`src/rtl/branch_resolve_ctrl.sv`:
```
// Branch resolution sequencer: latches one EX-stage branch, drives the shared comparator,
// resolves direction against the prediction and issues redirect plus a timed flush.
module branch_resolve_ctrl #(
  parameter int unsigned FLUSH_CYCLES = 2,
  parameter logic [31:0] PC_INC       = 32'd4
) (
  input  logic        clk,
  input  logic        rst_n,
  input  logic        req_valid,
  output logic        req_ready,
  input  logic [2:0]  br_op,
  input  logic [31:0] op_a,
  input  logic [31:0] op_b,
  input  logic [31:0] pc,
  input  logic [31:0] imm,
  input  logic        pred_taken,
  input  logic        kill,
  output logic [31:0] cmp_c,
  input  logic [1:0]  cmp_code,
  output logic        resp_valid,
  output logic        resp_taken,
  output logic        mispredict,
  output logic        redirect_valid,
  output logic [31:0] redirect_pc,
  output logic        flush,
  output logic        busy
);

  // Comparator result encoding shared with the comparator block.
  localparam logic [1:0] CODE_EQ = 2'b00;
  localparam logic [1:0] CODE_LT = 2'b01;
  localparam logic [1:0] CODE_GT = 2'b10;

  localparam logic [2:0] OP_BEQ = 3'd0;
  localparam logic [2:0] OP_BNE = 3'd1;
  localparam logic [2:0] OP_BLT = 3'd2;
  localparam logic [2:0] OP_BGE = 3'd3;
  localparam logic [2:0] OP_BLE = 3'd4;
  localparam logic [2:0] OP_BGT = 3'd5;

  localparam logic [1:0] S_IDLE  = 2'd0;
  localparam logic [1:0] S_CMP   = 2'd1;
  localparam logic [1:0] S_FLUSH = 2'd2;

  localparam logic [3:0] FLUSH_LOAD = 4'(FLUSH_CYCLES - 1);

  logic [1:0]  r_state;
  logic [2:0]  r_op;
  logic [31:0] r_a;
  logic [31:0] r_b;
  logic [31:0] r_pc;
  logic [31:0] r_imm;
  logic        r_pred;
  logic [3:0]  r_flush_cnt;
  logic        r_resp_valid;
  logic        r_resp_taken;
  logic        r_mispredict;
  logic        r_redirect_valid;
  logic [31:0] r_redirect_pc;

  logic [32:0] w_diff;
  logic        w_ovf;
  logic        w_taken;
  logic        w_misp;

  // On signed overflow, keep the true sign and force a nonzero magnitude.
  assign w_diff = {r_a[31], r_a} - {r_b[31], r_b};
  assign w_ovf  = w_diff[32] ^ w_diff[31];
  assign cmp_c  = w_ovf ? {w_diff[32], 31'h1} : w_diff[31:0];

  always_comb begin
    w_taken = 1'b0;
    case (r_op)
      OP_BEQ:  w_taken = (cmp_code == CODE_EQ);
      OP_BNE:  w_taken = (cmp_code != CODE_EQ);
      OP_BLT:  w_taken = (cmp_code == CODE_LT);
      OP_BGE:  w_taken = (cmp_code != CODE_LT);
      OP_BLE:  w_taken = (cmp_code != CODE_GT);
      OP_BGT:  w_taken = (cmp_code == CODE_GT);
      default: w_taken = 1'b0;
    endcase
  end

  assign w_misp = w_taken ^ r_pred;

  always_ff @(posedge clk or negedge rst_n) begin
    if (!rst_n) begin
      r_state          <= S_IDLE;
      r_op             <= 3'd0;
      r_a              <= 32'd0;
      r_b              <= 32'd0;
      r_pc             <= 32'd0;
      r_imm            <= 32'd0;
      r_pred           <= 1'b0;
      r_flush_cnt      <= 4'd0;
      r_resp_valid     <= 1'b0;
      r_resp_taken     <= 1'b0;
      r_mispredict     <= 1'b0;
      r_redirect_valid <= 1'b0;
      r_redirect_pc    <= 32'd0;
    end else begin
      r_resp_valid     <= 1'b0;
      r_redirect_valid <= 1'b0;
      case (r_state)
        S_IDLE: begin
          if (req_valid && !kill) begin
            r_op    <= br_op;
            r_a     <= op_a;
            r_b     <= op_b;
            r_pc    <= pc;
            r_imm   <= imm;
            r_pred  <= pred_taken;
            r_state <= S_CMP;
          end
        end
        S_CMP: begin
          if (kill) begin
            r_state <= S_IDLE;
          end else begin
            r_resp_valid     <= 1'b1;
            r_resp_taken     <= w_taken;
            r_mispredict     <= w_misp;
            r_redirect_valid <= w_misp;
            r_redirect_pc    <= w_taken ? (r_pc + r_imm) : (r_pc + PC_INC);
            r_flush_cnt      <= FLUSH_LOAD;
            r_state          <= w_misp ? S_FLUSH : S_IDLE;
          end
        end
        S_FLUSH: begin
          if (r_flush_cnt == 4'd0) begin
            r_state <= S_IDLE;
          end else begin
            r_flush_cnt <= r_flush_cnt - 4'd1;
          end
        end
        default: r_state <= S_IDLE;
      endcase
    end
  end

  assign req_ready      = (r_state == S_IDLE);
  assign busy           = (r_state != S_IDLE);
  assign flush          = (r_state == S_FLUSH);
  assign resp_valid     = r_resp_valid;
  assign resp_taken     = r_resp_taken;
  assign mispredict     = r_mispredict;
  assign redirect_valid = r_redirect_valid;
  assign redirect_pc    = r_redirect_pc;

endmodule

```
`config.mk`:
```
export PLATFORM = sky130hd
export DESIGN_NAME = branch_resolve_ctrl
export DESIGN_NICKNAME = d
export VERILOG_FILES = /design/src/rtl/branch_resolve_ctrl.sv
export SDC_FILE = /design/constraint.sdc
export NUM_CORES = 1
export LEC_CHECK = 0
export ABC_CLOCK_PERIOD_IN_PS = 3530
export BUFFER_PORTS_ARGS = -buffer_cell sky130_fd_sc_hd__buf_2
export CAP_MARGIN = 20
export CORE_MARGIN = 10
export CORE_UTILIZATION = 43
export CTS_CLUSTER_SIZE = 16
export DETAILED_ROUTE_END_ITERATION = 8
export HOLD_SLACK_MARGIN = 0.1
export PLACE_DENSITY = 0.67
export SYNTH_ARGS = -nofsm -noshare
export SYNTH_HDL_FRONTEND = slang
export SYNTH_SLANG_ARGS = --single-unit
export TNS_END_PERCENT = 30
```
`constraint.sdc`:
```
create_clock -name clk -period 3.53 [get_ports clk]
set_input_delay 0.5295 -clock clk [delete_from_list [all_inputs] [get_ports clk]]
set_output_delay 0.5295 -clock clk [all_outputs]
set_load 0.05 [all_outputs]
```
* Yosys cells after proc, flatten, opt, wreduce, memory -nomap -nowiden
Index checks and enable logic that the tools add are counted.
** Operators by class
- Add/subtract/negate cells :: 4
- Equal/unequal tests :: 15
- Mux-type cells :: 15
- Bitwise operators :: 3
- Reduce and logical (&&, ||, !) cells :: 13
** Operator list (number)
- 32-bit 2-to-1 mux :: 2
- 32-bit by 32-bit subtractor with 33-bit output :: 1
- 32-bit by 3-bit adder with 32-bit output (second input constant) :: 1
- 32-bit adder :: 1
- 2-bit 2-to-1 mux :: 4
- 4-bit 2-to-1 mux :: 2
- 4-bit one-hot mux with 2 select lines :: 1
- 3-bit by 2-bit equality test with 1-bit output (second input constant) :: 2
- 3-bit equality test (second input constant) :: 2
- 2-bit by 1-bit != test with 1-bit output (second input constant) :: 3
- 2-bit != test (second input constant) :: 3
- 1-bit one-hot mux with 6 select lines :: 1
- 2-bit one-hot mux with 3 select lines :: 1
- 2-bit AND reduction :: 3
- 2-bit nonzero test :: 3
- 2-bit by 1-bit equality test with 1-bit output (second input constant) :: 2
- 2-bit equality test (second input constant) :: 2
- 2-bit logical NOT :: 2
- 4-bit logical NOT :: 1
- 1-bit 2-to-1 mux :: 4
- 4-bit by 1-bit subtractor with 4-bit output (second input constant) :: 1
- 3-bit by 1-bit equality test with 1-bit output (second input constant) :: 1
- 3-bit logical NOT :: 1
- 3-bit AND reduction :: 1
- other kinds (4) :: 5
** Word-level totals
- Flip-flop bits (word level) :: 174
- Input bits :: 138
- Output and inout port bits :: 71
- Word-level logic and storage cells :: 63

* Longest topological paths before layout
Gate-level depths: netlist (run 1).
- Depth in word-level cells :: 6
- Mapped depth :: 15
- Mapped depth without buffers :: 14

* Worst setup path before layout (run 1)
No wires, ideal clock.
- Kind :: reg-to-output
- Start :: reg r_a[0]
- End :: out cmp_c[29]
- Arrival :: 4.082 ns
- Data required time :: 3.000 ns
- Setup slack :: -1.082 ns
- Stages on the path, launching flop included :: 15
- Path through :: dfrtp_1 -> inv_1 -> ha_1 -> inv_1 -> fa_1 -> nand2_1 -> a21oi_1 -> o31ai_1 -> o211ai_2 -> a211oi_2 -> o311ai_2 -> nor3_1 -> o21ai_1 -> xor2_1 -> nor4_1
** Between the ends
- Longest elaborated chain between the ends :: 3
** RTL lines
- from (decl) :: RTL line 49 : logic [31:0] r_a;
- from (signal assigned) :: RTL line 108 : r_a <= op_a;
- 32-bit by 32-bit subtractor with 33-bit output * :: RTL line 67 : assign w_diff = {r_a[31], r_a} - {r_b[31], r_b};
- 1-bit bitwise XOR :: RTL line 68 : assign w_ovf = w_diff[32] ^ w_diff[31];
- 32-bit 2-to-1 mux * :: RTL line 69 : assign cmp_c = w_ovf ? {w_diff[32], 31'h1} : w_diff[31:0];
- to (decl) :: RTL line 18 : output logic [31:0] cmp_c,
Every way passes the cells marked *; elsewhere a longest branch is shown, timed or not.

* Worst setup path after layout (run 1)
- Start :: reg r_b[0]
- End :: out cmp_c[4]
** Between the ends
- Longest elaborated chain between the ends :: 3
** RTL lines
- from (decl) :: RTL line 50 : logic [31:0] r_b;
- from (signal assigned) :: RTL line 109 : r_b <= op_b;
- 32-bit by 32-bit subtractor with 33-bit output * :: RTL line 67
- 1-bit bitwise XOR :: RTL line 68
- 32-bit 2-to-1 mux * :: RTL line 69
Marks and branches as above.

==> flow_summary_export.csv, run 1 <==
group,metric,value,unit
drt,dr_total_vias,9067,
finish,layout_common_cells,"buf_2 (176), dfrtp_1 (174), nand2_1 (124), o21ai_0 (109), mux2_2 (99)",
synth,ys_seq_area_share,41.0,%
critical_path,reg2reg_setup_slack,0.21,ns
timing,clock_skew,0.0109,ns
timing,final_hold_viol_count,0,
critical_path,crit_buf_inv,4,
synth,synthesis.area,10600,um2
timing,final.period_utilization,114,%
finish,final_area,13700,um2
synth,ys_warn_count,0,
grt,grtUsageTotal,18.1,%
critical_path,crit_path_max_incr_delay,0.41,ns
critical_path,cp.required,3.00,ns
placement,dp_slack,-0.309,ns
floorplan,rows,57,
finish,drive_gt1_share,35.1,%
grt,grt.busiest_layer,"met2",
timing,maxClockFrequency,0.250,GHz
timing,setup-tns-final,-13.73,ns
critical_path,worstPathArrival,3.48,ns
cts,cts_buffers,17,
drt,wl,28.7,mm
finish,final_nets,1589,
drt,wire_per_inst,16.7,um
critical_path,cp_slowest_cell,"dfrtp_1",
outcome,violations,"negative setup slack",
timing,rsz0062_at_grt,"true",
critical_path,crit_path_frequent_cell,"buf_4",
cts,clk_latency,0.43,ns
timing,drv_slew,0,
floorplan,chipWidth,177,um
cts,clock_path_buffers,2,
grt,grt_max_degree,117,
placement,dpl_cell_area,12700,um2
synth,synth_ff_type,"dfrtp_1",
drt,drtIter0Drc,643,
synth,synth_cell_types,75,
floorplan,io_pins,209,
finish,syn_to_final_growth,28.6,%
placement,hpwlAfterDp,21.7,mm
critical_path,endpoint_kind,"primary output",
critical_path,critical_path_peak_fanout,7,
synth,yosysTopAreaCellShare,41.0,%
grt,grt.overflow.total,0,
drt,drc_errors,0,
synth,yosys-top-cells-area,"dfrtp_1 (41%), mux2_2 (10%), ha_1 (7.7%)",
timing,fin_ws,-0.477,ns
timing,setup_violations,32,
cts,cts.sinks,174,
drt,first_pass_iters,5,
placement,place_congestion,0.860,
drt,ant_nets,0,
cts,cts_max_level,4,
synth,avgSynthCellArea,9.52,um2
synth,synth_edf_count,0,
grt,grt_antenna_before_repair,1,
cts,root_buffer,"clkbuf_16",
synth,synth_seq_cells,174,
timing,slew_headroom,43.6,%
drt,via_per_inst,5.27,
critical_path,reg2reg_depth,13,
finish,layout.cells.most_common,"buf_2",
synth,yosys.area.top_type,"dfrtp_1",
critical_path,regToRegEndpoint,"redirect_pc[24]",
floorplan,die_y,177,um
finish,num-fill-cells,2150,
critical_path,crit_type,"register to primary output",
floorplan,die_area,31400,um2
timing,min_period,4.01,ns
floorplan,start_util,43.7,%
cts,cts_tree,"built",
grt,met2_usage,30.8,%
placement,io_buffers,208,
min_path,min_path_type,"primary input to async pin",
grt,grt_pass1_wl,46.8,mm
timing,worst_slew_pin_slew,0.846,ns
cts,hold_buffers,0,
outcome,status,"complete, but fails checks",
critical_path,cp_top_family,"compound AO/OA/AOI/OAI gates",
synth,syn_inst,1116,
critical_path,r2r_start,"r_pc[0]",
grt,grt_pass1_vias,9321,
synth,syn_nets,1321,
grt,grt_util_met3,4.27,%
synth,ys_async_sr_fraction,100,%
critical_path,start_kind,"register",
cts,cts.clk_slew.worst_paths,0.08,ns
grt,grtUsageMet1,22.8,%
critical_path,crit_chain,"ha_4, buf_4, buf_4, nor2b_1, o21ai_0, a21oi_1, o21ai_2, a211oi_1, nor2_1, nor3_1, or4_4, xor2_4, clkbuf_16, nor3_4, buf_6",
floorplan,core-area,24300,um2
run,maxCapViolations,0,
cell families after synthesis:
group	share of synthesized area, %
AND/OR/NAND/NOR	14.3
flip-flops	41.0
adder cells (fa/ha/maj)	8.03
buffers and inverters	3.87
multiplexers	10.8
AO/OA/AOI/OAI	15.8
XOR/XNOR	6.26
worst register-to-register path, delay by kind of cell, from the launching register on:
kind | cells | cell delay [ns]
AOI/OAI and AO/OA | 7 | 1.70
adders and majority gates | 2 | 0.49
DFF | 1 | 0.39
and+or+nand+nor | 2 | 0.36
xor gates and xnor gates | 1 | 0.16
buffers and inverters | 1 | 0.08
Yosys cell counts, types with 3 or more instances:
cell type / instances
buf_6: 3
inv_1: 53
a21boi_0: 3
or3_1: 3
o31ai_1: 3
o221ai_1: 6
a21o_1: 28
a211o_1: 5
nand2b_1: 10
and2_1: 3
and4_1: 4
o21a_1: 5
xor2_1: 36
nor2_1: 80
a211oi_1: 10
dfrtp_1: 174
xnor2_1: 40
nand4_1: 8
nand3_1: 27
a31oi_1: 5
nand2_1: 125
or4_1: 4
a21oi_1: 71
mux2_2: 99
nor4_1: 3
nand3b_1: 3
clkbuf_1: 35
ha_1: 65
nor2b_1: 9
nor3_1: 15
o21ai_0: 111
mux2i_1: 3
and3_1: 13
state kept, by name, indices dropped and copies added, names as in the netlist:
signal / count
r_b: 32
r_op: 3
redirect_valid: 1
r_pred: 1
mispredict: 1
redirect_pc: 32
r_state: 2
r_a: 32
resp_taken: 1
resp_valid: 1
r_imm: 32
r_pc: 32
r_flush_cnt: 4
worst max path at each step:
stage / startpoint / end / slack (ns) / cells past startpoint
3_5_place_dp: r_a[0] / cmp_c[11] / -0.31 / 17
3_3_place_gp: r_a[4] / cmp_c[11] / -0.21 / 12
5_1_grt: r_a[0] / cmp_c[4] / -0.68 / 17
6_report: r_b[0] / cmp_c[4] / -0.48 / 15
2_1_floorplan: r_a[0] / cmp_c[30] / -0.17 / 15
4_1_cts: r_a[0] / cmp_c[27] / -0.58 / 18
layout make-up:
cell class | instances | area (um2) | area share (%)
Multi-Input combinational cell | 845 | 6160 | 45.1
Tap cell | 324 | 405 | 2.97
Sequential cell | 174 | 4350 | 31.9
Timing Repair Buffer | 293 | 1950 | 14.2
Clock inverter | 14 | 171 | 1.25
Inverter | 53 | 199 | 1.46
Clock buffer | 18 | 429 | 3.14
Antenna cell | 1 | 2.50 | 0.0183
per-layer routing:
layer	share of wire [%]	vias up
li1	-	4473
met2	48	215
met1	45	4348
met3	5.6	31
met4	1.4	0
met5	0	-
through the flow:
stage	hold WS [ns]	util (%)	cells
floorplan	0.234	-	1116
global placement	0.459	52.4	1680
detailed placement	0.465	52.4	1680
CTS	0.198	56.0	1718
global route	0.235	56.2	1721
finish	0.157	56.2	1722
what timing repair did:
item / CTS / global route
cloned: 1 / 1
resized for setup: 67 / 9
buffers inserted: 5 / 2
pin swaps: 12 / 4
hold endpoints to repair: 0 / 0
setup endpoints to repair: 32 / 34
Power of run 1 is not shown: default switching activity piles up to over one toggle a cycle in this logic, so the estimate is an artifact.
==> run 2, diff against run 1 <==
--- a/config.mk
+++ b/config.mk
@@ -14,6 +14,7 @@
 export DETAILED_ROUTE_END_ITERATION = 8
 export HOLD_SLACK_MARGIN = 0.1
 export PLACE_DENSITY = 0.67
+export RECOVER_POWER = 25
 export SYNTH_ARGS = -nofsm -noshare
 export SYNTH_HDL_FRONTEND = slang
 export SYNTH_SLANG_ARGS = --single-unit
==> flow_summary_export.csv, run 2 (same netlist as run 1, synthesis figures left out) <==
group,metric,value,unit
drt,via_per_inst,5.27,
floorplan,io_pins,209,
min_path,min_path_type,"primary input to register",
finish,drive_gt1_share,35.1,%
timing,clock_skew,0.0109,ns
finish,syn_to_final_growth,28.4,%
grt,grt_antenna_before_repair,1,
timing,final.period_utilization,114,%
drt,first_pass_iters,5,
timing,maxClockFrequency,0.248,GHz
floorplan,core-area,24300,um2
timing,setup_violations,32,
drt,dr_total_vias,9067,
cts,cts_buffers,17,
placement,io_buffers,208,
critical_path,critical_path_peak_fanout,7,
grt,grtUsageTotal,18.1,%
run,maxCapViolations,1,
timing,drv_slew,89,
timing,final_hold_viol_count,0,
drt,drc_errors,0,
timing,holdWs,0.299,ns
critical_path,start_kind,"register",
floorplan,start_util,43.7,%
floorplan,rows,57,
timing,rsz0062_at_grt,"true",
critical_path,crit_path_max_incr_delay,0.41,ns
timing,setup-tns-final,-14.30,ns
cts,root_buffer,"clkbuf_16",
drt,ant_nets,0,
finish,layout.cells.most_common,"buf_2",
grt,grt_max_degree,117,
drt,wire_per_inst,16.6,um
timing,slew_headroom,-48.5,%
floorplan,die_area,31400,um2
critical_path,crit_type,"register to primary output",
finish,fin_cells,1722,
critical_path,cp.required,3.00,ns
timing,min_period,4.03,ns
cts,cts.sinks,174,
floorplan,die_y,177,um
cts,cts.clk_slew.worst_paths,0.08,ns
drt,wl,28.7,mm
timing,fin_ws,-0.497,ns
grt,grt_pass1_vias,9321,
cts,clk_latency,0.43,ns
placement,placedCellCount,1680,
outcome,violations,"max-capacitance violations, max-slew violations, negative setup slack",
grt,grt_pass1_wl,46.8,mm
placement,dp_slack,-0.309,ns
finish,final_nets,1589,
placement,place_congestion,0.860,
cts,cts_tree,"built",
critical_path,endpoint_kind,"primary output",
outcome,status,"complete, but fails checks",
cts,cts_max_level,4,
finish,layout_common_cells,"buf_2 (176), dfrtp_1 (174), nand2_1 (124), o21ai_0 (109), mux2_2 (99)",
placement,hpwlAfterDp,21.7,mm
critical_path,cp_slowest_cell,"dfrtp_1",
drt,drtIter0Drc,661,
grt,grt.overflow.total,0,
critical_path,crit_chain,"ha_4, buf_4, buf_4, nor2b_1, o21ai_0, a21oi_1, o21ai_2, a211oi_1, nor2_1, nor3_1, or4_4, xor2_4, clkbuf_16, nor3_4, buf_6",
timing,worst_slew_pin_slew,2.23,ns
floorplan,chipWidth,177,um
critical_path,crit_path_frequent_cell,"buf_4",
critical_path,worstPathArrival,3.50,ns
cts,clock_path_buffers,2,
==> run 2: cell count changes in the layout (fill, tap and decap cells not counted), sizes merged <==
cell / previous run / this run
clkbuf: 19 / 21
buf: 292 / 290
==> run 2: metal layers <==
layer  vias up  GRT usage (%)  part of all wire, %
met5         -              0                    0
li1       4474              -                    -
met4         0           4.17                  1.5
met1      4351           22.8                   45
met3        33           4.27                  5.6
met2       209           30.8                   48
==> run 2: layout make-up <==
| cell class | count | area [um2] |
|---|---|---|
| fillers | 2154 | 10700 |
| well taps | 324 | 405 |
| repair buffers | 293 | 1920 |
| inverters | 53 | 199 |
| multi-input cells | 845 | 6160 |
| clock inverters | 14 | 171 |
| flip-flops and latches | 174 | 4350 |
| clock buffers | 18 | 429 |
| diodes | 1 | 2.50 |
==> run 2: final timing paths <==
| path | cells after the start | end | startpoint | slack (ns) |
|---|---|---|---|---|
| max in group asynchronous | 2 | r_pc[18] | rst_n | 0.65 |
| min reg2reg | 2 | mispredict | mispredict | 0.48 |
| min in group asynchronous | 1 | r_a[15] | rst_n | 0.75 |
| max reg2reg | 13 | redirect_pc[24] | r_pc[0] | 0.21 |
| max | 15 | cmp_c[4] | r_b[0] | -0.50 |
| min | 3 | r_b[12] | op_b[12] | 0.30 |
==> run 2: what timing repair did <==
item	in CTS	in global routing
setup endpoints to repair	32	34
gates resized for setup	67	9
setup buffers	5	2
hold endpoints to repair	0	0
hold buffers	0	0
cloned	1	1
pin swaps	12	4
==> run 2: stage by stage <==
stage / cell area, um2 / utilization, %
floorplan: 10900 / -
global placement: 12700 / 52.4
detailed placement: 12700 / 52.4
CTS: 13600 / 56.0
global route: 13600 / 56.1
finish: 13600 / 56.1
==> run 2: critical path, delay by kind of cell, from the launching register on <==
family          cells  cell delay [ns]
simple gates        5             0.61
buf+inv             4             0.66
compound gates      4             0.88
flops               1             0.41
fa+ha+maj           1             0.17
xor+xnor            1             0.33
Power of run 2 is left out for the same reason.
==> run 3, diff against run 2 <==
==> constraint.sdc (replaced) <==
create_clock -name clk -period 3.53 [get_ports clk]
set_input_delay 0.5295 -clock clk [delete_from_list [all_inputs] [get_ports clk]]
set_output_delay 0.5295 -clock clk [all_outputs]
set_load 0.005 [all_outputs]
==> flow_summary_export.csv, run 3 (same netlist as run 1, synthesis figures left out) <==
group,metric,value,unit
finish,drive_gt1_share,31.1,%
drt,wl,28.0,mm
drt,ant_nets,0,
critical_path,worstPathArrival,3.45,ns
grt,grt_max_degree,169,
grt,grt_pass1_wl,45.3,mm
timing,holdWs,0.303,ns
finish,fin_cells,1679,
power_and_ir_drop,finalPower,15.1,mW
timing,maxClockFrequency,0.251,GHz
timing,final_hold_viol_count,0,
drt,first_pass_iters,5,
grt,grt.busiest_layer,"met2",
power_and_ir_drop,ir_worst_vdd,0.000716,V
critical_path,crit_type,"register to primary output",
cts,cts_buffers,17,
timing,worst_slew_pin_slew,2.12,ns
finish,final-seq-area,4350,um2
critical_path,cp.required,3.00,ns
power_and_ir_drop,leakage,6.09,nW
timing,rsz0062_at_grt,"true",
critical_path,start_kind,"register",
timing,clock_skew,0.0116,ns
grt,met2_usage,29.1,%
finish,syn_to_final_growth,21.4,%
cts,cts_max_level,4,
timing,slew_headroom,-41.5,%
floorplan,io_pins,209,
cts,cts.sinks,174,
cts,hold_buffers,0,
placement,dp_slack,-0.303,ns
cts,cts.clk_slew.worst_paths,0.07,ns
floorplan,core-area,24300,um2
drt,via_per_inst,5.23,
finish,layout.cells.most_common,"buf_2",
drt,drtIter0Drc,587,
cts,clk_latency,0.43,ns
grt,grtUsageTotal,17.6,%
power_and_ir_drop,p_per_area,1170,nW/um2
floorplan,die_area,31400,um2
timing,setup_violations,32,
cts,clock_path_buffers,2,
finish,multiInputGateArea,5990,um2
critical_path,crit_chain,"ha_1, a21o_1, a211o_1, o21ai_2, a211oi_2, or3_4, and3_1, o21a_1, or4_1, a31oi_1, buf_2",
critical_path,critical_path_peak_fanout,4,
outcome,status,"complete, but fails checks",
grt,grtUsageMet1,23.0,%
cts,cts_tree,"built",
floorplan,rows,57,
finish,layout_common_cells,"buf_2 (207), dfrtp_1 (174), nand2_1 (124), o21ai_0 (108), mux2_2 (99)",
placement,hpwlAfterDp,21.2,mm
critical_path,cp_slowest_cell,"or4_1",
min_path,min_path_type,"primary input to register",
critical_path,crit_path_max_incr_delay,0.40,ns
placement,placedCellCount,1646,
min_path,hold_depth,3,
finish,final_nets,1547,
critical_path,reg2reg_depth,14,
placement,io_buffers,208,
timing,min_period,3.98,ns
timing,drv_slew,84,
placement,place_congestion,0.912,
grt,grt_antenna_before_repair,0,
timing,fin_ws,-0.453,ns
drt,dr_total_vias,8776,
drt,wire_per_inst,16.7,um
finish,num-fill-cells,2256,
critical_path,cp_top_family,"compound AO/OA/AOI/OAI gates",
grt,grt_util_met3,3.29,%
run,maxCapViolations,1,
finish,n_antenna_cell,0,
timing,setup-tns-final,-12.25,ns
outcome,violations,"max-capacitance violations, max-slew violations, negative setup slack",
critical_path,crit_buf_inv,1,
cts,root_buffer,"clkbuf_16",
grt,grt_pass1_vias,8800,
drt,drc_errors,0,
grt,grt.overflow.total,0,
floorplan,start_util,43.7,%
critical_path,crit_cells,11,
floorplan,die_y,177,um
critical_path,endpoint_kind,"primary output",
floorplan,chipWidth,177,um
timing,final.period_utilization,113,%
-- run 3: repair_timing --
item / in CTS / in global routing
pin swaps: 8 / 8
gates resized for setup: 9 / 16
buffers inserted: 0 / 1
setup endpoints to repair: 32 / 36
-- run 3: per-stage QoR --
stage          area [um2]  util (%)
2_1_floorplan       10600         -
3_3_place_gp        12200      50.3
3_5_place_dp        12200      50.3
4_1_cts             12800      52.8
5_1_grt             12900      53.1
6_report            12900      53.1
-- run 3: final timing paths --
path,startpoint,endpoint,slack (ns)
setup / recovery,r_a[4],cmp_c[27],-0.45
hold / removal,op_b[6],r_b[6],0.30
setup reg to reg,r_pc[0],redirect_pc[28],0.16
hold reg to reg,mispredict,mispredict,0.48
max in group asynchronous,rst_n,r_a[22],0.79
min in group asynchronous,rst_n,r_a[9],0.68
-- run 3: cell type report --
cell class | count | share of cell area (%)
multi-input cells | 845 | 46.4
well taps | 324 | 3.14
clock buffers | 18 | 3.32
repair buffers | 251 | 10.8
flip-flops and latches | 174 | 33.7
clock inverters | 14 | 0.998
inverters | 53 | 1.54
-- run 3: worst reg2reg max path: cells and delay by family, from the launching register on --
| kind | cells | cell delay [ns] |
|---|---|---|
| AO/OA/AOI/OAI | 8 | 1.88 |
| XOR/XNOR | 1 | 0.21 |
| adder cells (fa/ha/maj) | 2 | 0.50 |
| buffers and inverters | 2 | 0.21 |
| flip-flops | 1 | 0.39 |
| AND/OR/NAND/NOR | 1 | 0.06 |
-- run 3: metal layers --
layer  routed length [um]  up-vias
met2                13500      190
met5                    0        -
met3                 1250       26
li1                     -     4387
met4                  409        0
met1                12800     4173
-- run 3: report_power, final --
part | leakage (nW) | internal, mW | total, mW | switching [mW]
Combinational | 3.73 | 4.61 | 9.75 | 5.14
Clock | 0.268 | 0.984 | 1.84 | 0.860
Sequential | 2.09 | 2.88 | 3.54 | 0.666
Power figures use the tool's default switching activity.
